**src/rtl/ex_hazard_ctrl_v.sv**
```systemverilog
// EX-stage scheduler: decodes ID, shadows EX/MEM/WB destinations,
// decides issue/stall/flush, registers forwarding selects, counts stalls.
//
// Ports:
//   clk, reset       rising-edge clock, synchronous active-high reset
//   isForw_ON        1 = forward results, 0 = resolve RAW hazards by stalling
//   id_valid         ID holds a real instruction
//   id_instr         RV32I instruction word in ID
//   ex_flush         taken branch/jump in EX: kill ID and EX contents
//   stall            combinational hold of PC and IF/ID
//   ex_valid, ex_op  registered EX occupancy and opcode (bubble = 0)
//   forwA, forwB     registered operand selects: 00 rf, 01 exmem, 10 memwb
//   stall_cnt        saturating count of stall cycles
module ex_hazard_ctrl_v #(
    parameter int         CNT_W   = 16,
    parameter logic [6:0] LOAD_OP = 7'b0000011
) (
    input  logic             clk,
    input  logic             reset,
    input  logic             isForw_ON,
    input  logic             id_valid,
    input  logic [31:0]      id_instr,
    input  logic             ex_flush,
    output logic             stall,
    output logic             ex_valid,
    output logic [6:0]       ex_op,
    output logic [1:0]       forwA,
    output logic [1:0]       forwB,
    output logic [CNT_W-1:0] stall_cnt
);

    localparam logic [6:0] OP_R     = 7'b0110011;
    localparam logic [6:0] OP_I     = 7'b0010011;
    localparam logic [6:0] OP_LD    = 7'b0000011;
    localparam logic [6:0] OP_JAL   = 7'b1101111;
    localparam logic [6:0] OP_JALR  = 7'b1100111;
    localparam logic [6:0] OP_LUI   = 7'b0110111;
    localparam logic [6:0] OP_AUIPC = 7'b0010111;
    localparam logic [6:0] OP_ST    = 7'b0100011;
    localparam logic [6:0] OP_BR    = 7'b1100011;

    localparam logic [1:0] SEL_RF  = 2'b00;
    localparam logic [1:0] SEL_EXM = 2'b01;
    localparam logic [1:0] SEL_MWB = 2'b10;

    logic [6:0] id_op;
    logic [4:0] id_rd;
    logic [4:0] id_rs1;
    logic [4:0] id_rs2;
    logic       id_wr;
    logic       id_ld;
    logic       use_a;
    logic       use_b;

    // Shadow stage state
    logic             ex_valid_q,  ex_valid_d;
    logic [4:0]       ex_rd_q,     ex_rd_d;
    logic             ex_wr_q,     ex_wr_d;
    logic             ex_ld_q,     ex_ld_d;
    logic [6:0]       ex_op_q,     ex_op_d;
    logic [1:0]       forw_a_q,    forw_a_d;
    logic [1:0]       forw_b_q,    forw_b_d;
    logic             mem_valid_q, mem_valid_d;
    logic [4:0]       mem_rd_q,    mem_rd_d;
    logic             mem_wr_q,    mem_wr_d;
    logic             mem_ld_q,    mem_ld_d;
    logic             wb_valid_q,  wb_valid_d;
    logic [4:0]       wb_rd_q,     wb_rd_d;
    logic             wb_wr_q,     wb_wr_d;
    logic             wb_ld_q,     wb_ld_d;
    logic [CNT_W-1:0] cnt_q,       cnt_d;

    logic a_ex, a_mem, b_ex, b_mem;
    logic hazard;
    logic issue;

    always_comb begin
        id_op  = id_instr[6:0];
        id_rd  = id_instr[11:7];
        id_rs1 = id_instr[19:15];
        id_rs2 = id_instr[24:20];
        id_wr  = (id_op inside {OP_R, OP_I, OP_LD, LOAD_OP, OP_JAL,
                                OP_JALR, OP_LUI, OP_AUIPC})
                 && (id_rd != 5'd0);
        id_ld  = id_wr && (id_op == LOAD_OP);
        // x0 as a source is never a hazard, so fold it into "uses"
        use_a  = !(id_op inside {OP_LUI, OP_AUIPC, OP_JAL})
                 && (id_rs1 != 5'd0);
        use_b  = (id_op inside {OP_R, OP_ST, OP_BR})
                 && (id_rs2 != 5'd0);
    end

    // WB is skipped: the register file writes through
    always_comb begin
        a_ex  = use_a && ex_valid_q  && ex_wr_q  && (ex_rd_q  == id_rs1);
        a_mem = use_a && mem_valid_q && mem_wr_q && (mem_rd_q == id_rs1);
        b_ex  = use_b && ex_valid_q  && ex_wr_q  && (ex_rd_q  == id_rs2);
        b_mem = use_b && mem_valid_q && mem_wr_q && (mem_rd_q == id_rs2);
        if (isForw_ON) begin
            hazard = ex_ld_q && (a_ex || b_ex);
        end else begin
            hazard = a_ex || a_mem || b_ex || b_mem;
        end
        stall = !reset && id_valid && !ex_flush && hazard;
        issue = id_valid && !stall && !ex_flush;
    end

    // EX match wins: it carries the newest value
    function automatic logic [1:0] fsel(input logic on,
                                        input logic m_ex,
                                        input logic m_mem);
        logic [1:0] s;
        s = SEL_RF;
        if (on) begin
            priority case (1'b1)
                m_ex:    s = SEL_EXM;
                m_mem:   s = SEL_MWB;
                default: s = SEL_RF;
            endcase
        end
        return s;
    endfunction

    always_comb begin
        ex_valid_d  = issue;
        ex_rd_d     = issue ? id_rd : 5'd0;
        ex_wr_d     = issue && id_wr;
        ex_ld_d     = issue && id_ld;
        ex_op_d     = issue ? id_op : 7'd0;
        forw_a_d    = issue ? fsel(isForw_ON, a_ex, a_mem) : SEL_RF;
        forw_b_d    = issue ? fsel(isForw_ON, b_ex, b_mem) : SEL_RF;
        mem_valid_d = ex_valid_q;
        mem_rd_d    = ex_rd_q;
        mem_wr_d    = ex_wr_q;
        mem_ld_d    = ex_ld_q;
        wb_valid_d  = mem_valid_q;
        wb_rd_d     = mem_rd_q;
        wb_wr_d     = mem_wr_q;
        wb_ld_d     = mem_ld_q;
        cnt_d       = cnt_q;
        if (stall && !(&cnt_q)) begin
            cnt_d = cnt_q + {{(CNT_W-1){1'b0}}, 1'b1};
        end
    end

    always_ff @(posedge clk) begin
        if (reset) begin
            ex_valid_q  <= 1'b0;
            ex_rd_q     <= 5'd0;
            ex_wr_q     <= 1'b0;
            ex_ld_q     <= 1'b0;
            ex_op_q     <= 7'd0;
            forw_a_q    <= SEL_RF;
            forw_b_q    <= SEL_RF;
            mem_valid_q <= 1'b0;
            mem_rd_q    <= 5'd0;
            mem_wr_q    <= 1'b0;
            mem_ld_q    <= 1'b0;
            wb_valid_q  <= 1'b0;
            wb_rd_q     <= 5'd0;
            wb_wr_q     <= 1'b0;
            wb_ld_q     <= 1'b0;
            cnt_q       <= '0;
        end else begin
            ex_valid_q  <= ex_valid_d;
            ex_rd_q     <= ex_rd_d;
            ex_wr_q     <= ex_wr_d;
            ex_ld_q     <= ex_ld_d;
            ex_op_q     <= ex_op_d;
            forw_a_q    <= forw_a_d;
            forw_b_q    <= forw_b_d;
            mem_valid_q <= mem_valid_d;
            mem_rd_q    <= mem_rd_d;
            mem_wr_q    <= mem_wr_d;
            mem_ld_q    <= mem_ld_d;
            wb_valid_q  <= wb_valid_d;
            wb_rd_q     <= wb_rd_d;
            wb_wr_q     <= wb_wr_d;
            wb_ld_q     <= wb_ld_d;
            cnt_q       <= cnt_d;
        end
    end

    // WB shadow and funct/imm bits do not steer any decision here
    logic unused_bits;
    assign unused_bits = ^{id_instr[31:25], id_instr[14:12], mem_ld_q,
                           wb_valid_q, wb_rd_q, wb_wr_q, wb_ld_q};

    assign ex_valid  = ex_valid_q;
    assign ex_op     = ex_op_q;
    assign forwA     = forw_a_q;
    assign forwB     = forw_b_q;
    assign stall_cnt = cnt_q;

endmodule

```
**config.mk**
```make
export PLATFORM = sky130hd
export DESIGN_NAME = ex_hazard_ctrl_v
export DESIGN_NICKNAME = d
export VERILOG_FILES = /design/src/rtl/ex_hazard_ctrl_v.sv
export SDC_FILE = /design/constraint.sdc
export NUM_CORES = 1
export LEC_CHECK = 0
export CORE_MARGIN = 5
export CORE_UTILIZATION = 47
export CTS_BUF_LIST = sky130_fd_sc_hd__clkbuf_2 sky130_fd_sc_hd__clkbuf_4 sky130_fd_sc_hd__clkbuf_8
export DETAILED_ROUTE_END_ITERATION = 10
export PLACE_DENSITY = 0.82
export SLEW_MARGIN = 15
export SYNTH_ARGS = -nofsm -noshare
export SYNTH_HDL_FRONTEND = slang
export SYNTH_SLANG_ARGS = --single-unit
```
**constraint.sdc**
```tcl
create_clock -name clk -period 2.5 [get_ports clk]
set_clock_uncertainty 0.05 [all_clocks]
set_input_delay 0.375 -clock clk [delete_from_list [all_inputs] [get_ports clk]]
set_output_delay 0.375 -clock clk [all_outputs]
set_load 0.02 [all_outputs]
```
==> results.sh <==
export IMPL_gp_congestion=0.850
export IMPL_core_rowCount=23
export IMPL_grt_pass1_vias=2018
export IMPL_power_per_cell_area_nw_per_um2=464
export IMPL_grt_max_degree=35
export IMPL_synth_compound_area_share_pct=16.6
export IMPL_dr_pass1_iters=4
export IMPL_die_area_um2=5690
export IMPL_slew_viol_final=0
export IMPL_drc=0
export IMPL_rsz0062_at_grt="no"
export IMPL_cts_tree="done"
export IMPL_max_cap_viol_count=0
export IMPL_die_y_um=75.4
export IMPL_core_region_area_um2=4090
export IMPL_fin_area_um2=2990
export IMPL_peakVddDrop_mv=0.295
export IMPL_cp_top_family="compound AO/OA/AOI/OAI gates"
export IMPL_finalNonFillerCells=347
export IMPL_final_hold_violation_count=0
export IMPL_h_tree_depth=2
export IMPL_dr_total_vias=2065
export IMPL_netlist_instances=220
export IMPL_synth_xor_xnor_area_share_pct=8.71
export IMPL_synth_simple_area_share_pct=29.2
export IMPL_routedWlPerCell_um=17.8
export IMPL_die_w_um=75.4
export IMPL_synth_nets=258
export IMPL_dpl_cell_count=336
export IMPL_critical_path_required_ns=2.08
export IMPL_maxSlewHeadroom_pct=54.2
export IMPL_io_pins=66
export IMPL_status="finished, final reports clean"
export IMPL_p_leak_nw=1.17
export IMPL_worst_ep_arrival_time_ns=1.98
export IMPL_yosys_area_top_type="dfxtp_1"
export IMPL_drt_iter0_drc=113
export IMPL_synth_mux_area_share_pct=0
export IMPL_crit_path_end_kind="primary output"
export IMPL_max_freq_mhz=416
export IMPL_clkPwrFrac_pct=39.8
export IMPL_nNetsFinal=335
export IMPL_p_sw_share_pct=22.4
export IMPL_post_route_period_util_pct=96.1
export IMPL_syn_area_per_cell_um2=9.14
export IMPL_cts_buffer_depth=2
export IMPL_finalSetupTns_ns=0
export IMPL_port_buffers=55
export IMPL_p_switching_w=0.000311
export IMPL_intPower_w=0.00108
export IMPL_start_util_pct=49.2
export IMPL_clk_latency_ns=0.30
export IMPL_yosys_top_cells_area="dfxtp_1 (42%), xnor2_1 (7.0%), and3_1 (4.7%), a21oi_1 (4.5%), o31ai_1 (4.5%)"
export IMPL_min_period_ns=2.40
export IMPL_pwr_share_seq_pct=49.2
export IMPL_critPathBufInv=3
export IMPL_cp_cell_sequence="dlygate4sd2_1, buf_4, nor3_1, a21bo_2, o41ai_2, a21o_2, o21ai_4, nor2_1, buf_4"
export IMPL_grt_ovfl_total=0
export IMPL_drive_above_1_share_pct=18.5
export IMPL_fillCellCount=306
export IMPL_ant_nets=0
export IMPL_synth_area_um2=2010
export IMPL_crit_path_start_kind="primary input"
export IMPL_cts_hold_buf=0
export IMPL_cpMostUsedCell="buf_4"
export IMPL_critPathSlowestCell="nor3_1"
export IMPL_ys_seq_area_share_pct=41.8
export IMPL_dpl_hpwl_um=4210
export IMPL_placed_cell_area_um2=2740
export IMPL_antenna_cells=0
export IMPL_grt_pass1_wl_um=9620
export IMPL_clock_root_buffer="clkbuf_8"
export IMPL_clk_pin_slew_ns=0.08
export IMPL_yosysWarnings=0
export IMPL_synth_seq_cells=42
export IMPL_worst_pin_slew_ns=0.681
export IMPL_cts_sinks=42
export IMPL_grt_usage_pct=22.5
export IMPL_min_path_type="in2reg"
export IMPL_combPwrFrac_pct=11.0
export IMPL_fin_util_pct=73.2
export IMPL_cts_buffers=5
export IMPL_crit_path_max_incr_delay_ns=0.36
export IMPL_synthAdderAreaFrac_pct=0.622
export IMPL_areaGrowthSynthToFinish_pct=48.8
export IMPL_wirelength_um=6180
export IMPL_synth_top_family_by_area="simple AND/OR/NAND/NOR gates"
export IMPL_total_power_w=0.00139
export IMPL_vias_per_cell=5.95
export IMPL_crit_fanout=3
export IMPL_antenna_found_initial=0
export IMPL_synthDistinctLibCells=42
export IMPL_r2r_slack_ns=0.19
export IMPL_setup_viol=0
export IMPL_crit_type="in2out"
export IMPL_synth_top_cell_area_share_pct=41.8
## worst reg2reg max path: stages (launching register included)
cell      delay (ns)
dfxtp_1         0.33
xor2_1          0.16
nor4_2          0.29
nand4_1         0.20
a21boi_4        0.25
o21ai_4         0.09
buf_8           0.17
or4_1           0.55
a21oi_2         0.15
## through the flow
stage          hold WS (ns)  setup WS, ns
2_1_floorplan         0.397         0.263
3_3_place_gp          0.428        -0.545
3_5_place_dp          0.439        -0.580
4_1_cts               0.451       0.00227
5_1_grt               0.450       0.00285
6_report              0.435        0.0964
## flip-flops by register name (all words and copies together), names as in the netlist, 2 cells and up
register   cells
forwB          2
stall_cnt     16
forwA          2
ex_op          7
ex_rd_q        5
mem_rd_q       5
## final cells by class
type | instances | area [um^2] | area share, %
Sequential cell | 42 | 841 | 28.1
Tap cell | 50 | 62.6 | 2.09
Multi-Input combinational cell | 165 | 1200 | 40.3
Clock inverter | 1 | 30.0 | 1.00
Inverter | 1 | 3.75 | 0.125
Timing Repair Buffer | 82 | 767 | 25.6
Clock buffer | 6 | 82.6 | 2.76
## power by group through the flow
stage | registers, W | clock network, W | logic (W)
after floorplan | 0.000701 | 0 | 0.0000477
after global placement | 0.000697 | 0 | 0.000141
after detailed placement | 0.000697 | 0 | 0.000145
after CTS | 0.000682 | 0.000556 | 0.000145
after global routing | 0.000683 | 0.000592 | 0.000162
final | 0.000682 | 0.000552 | 0.000153
## cells in the final DEF (no fill, tap or decap), drive strengths merged, types with 4 or more instances in the layout
cell | Yosys | final
nand3 | 12 | 12
clkbuf | 9 | 6
dfxtp | 42 | 42
nor2 | 10 | 10
buf | 3 | 28
xor2 | 4 | 4
dlygate4sd2 | 0 | 9
a21oi | 18 | 18
o21ai | 6 | 6
or4 | 11 | 11
or3 | 4 | 4
xnor2 | 16 | 16
nor3 | 5 | 5
dlymetal6s2s | 0 | 8
and3 | 15 | 15
nand2 | 7 | 7
clkdlybuf4s50 | 0 | 37
nand4 | 10 | 10
nor2b | 8 | 8
o31ai | 12 | 12
## synth_stat cells, drive strengths merged
library cell,count
xnor2,16
and4,2
nand3,12
o41ai,2
nor3b,1
clkbuf,9
a21oi,18
nor2,10
o311a,2
nand4bb,1
nor2b,8
ha,1
o21a,1
or4,11
a21bo,2
o31ai,12
nand2,7
buf,3
inv,1
and2,2
and3,15
or3,4
or3b,1
nand4,10
or2,2
o2111a,1
nand4b,2
o21ai,6
a21o,1
nor4,2
a21boi,1
xor2,4
dfxtp,42
a211o,1
nor3,5
or4b,2
## per-layer routing
layer,vias to the layer above,track usage (%),share of wire [%]
met1,984,25.9,40
met5,-,0,0
met4,0,9.71,3.3
li1,985,-,-
met2,75,39.1,51
met3,21,6.20,5.3
## what timing repair did
action / CTS / global route
resized for setup: 22 / 18
setup buffers: 0 / 4
pin swaps: 6 / 13
endpoints found under the setup margin: 25 / 13
## kinds of logic (layout without fill, tap and decap cells)
kind of cell    after synthesis  after routing
xor+xnor                     20             20
buf+inv                      13             90
flops                        42             42
simple gates                 97             97
fa+ha+maj                     1              1
compound gates               47             47
## path summary, 6_finish.rpt
kind | from | end | cells after the start
worst min register to register | stall_cnt[14] | stall_cnt[14] | 2
worst min-delay path | id_instr[2] | ex_op[2] | 3
worst max-delay path | id_instr[16] | stall | 9
worst max register to register | mem_rd_q[1] | stall_cnt[9] | 8
(Power assumes the default switching activity.)
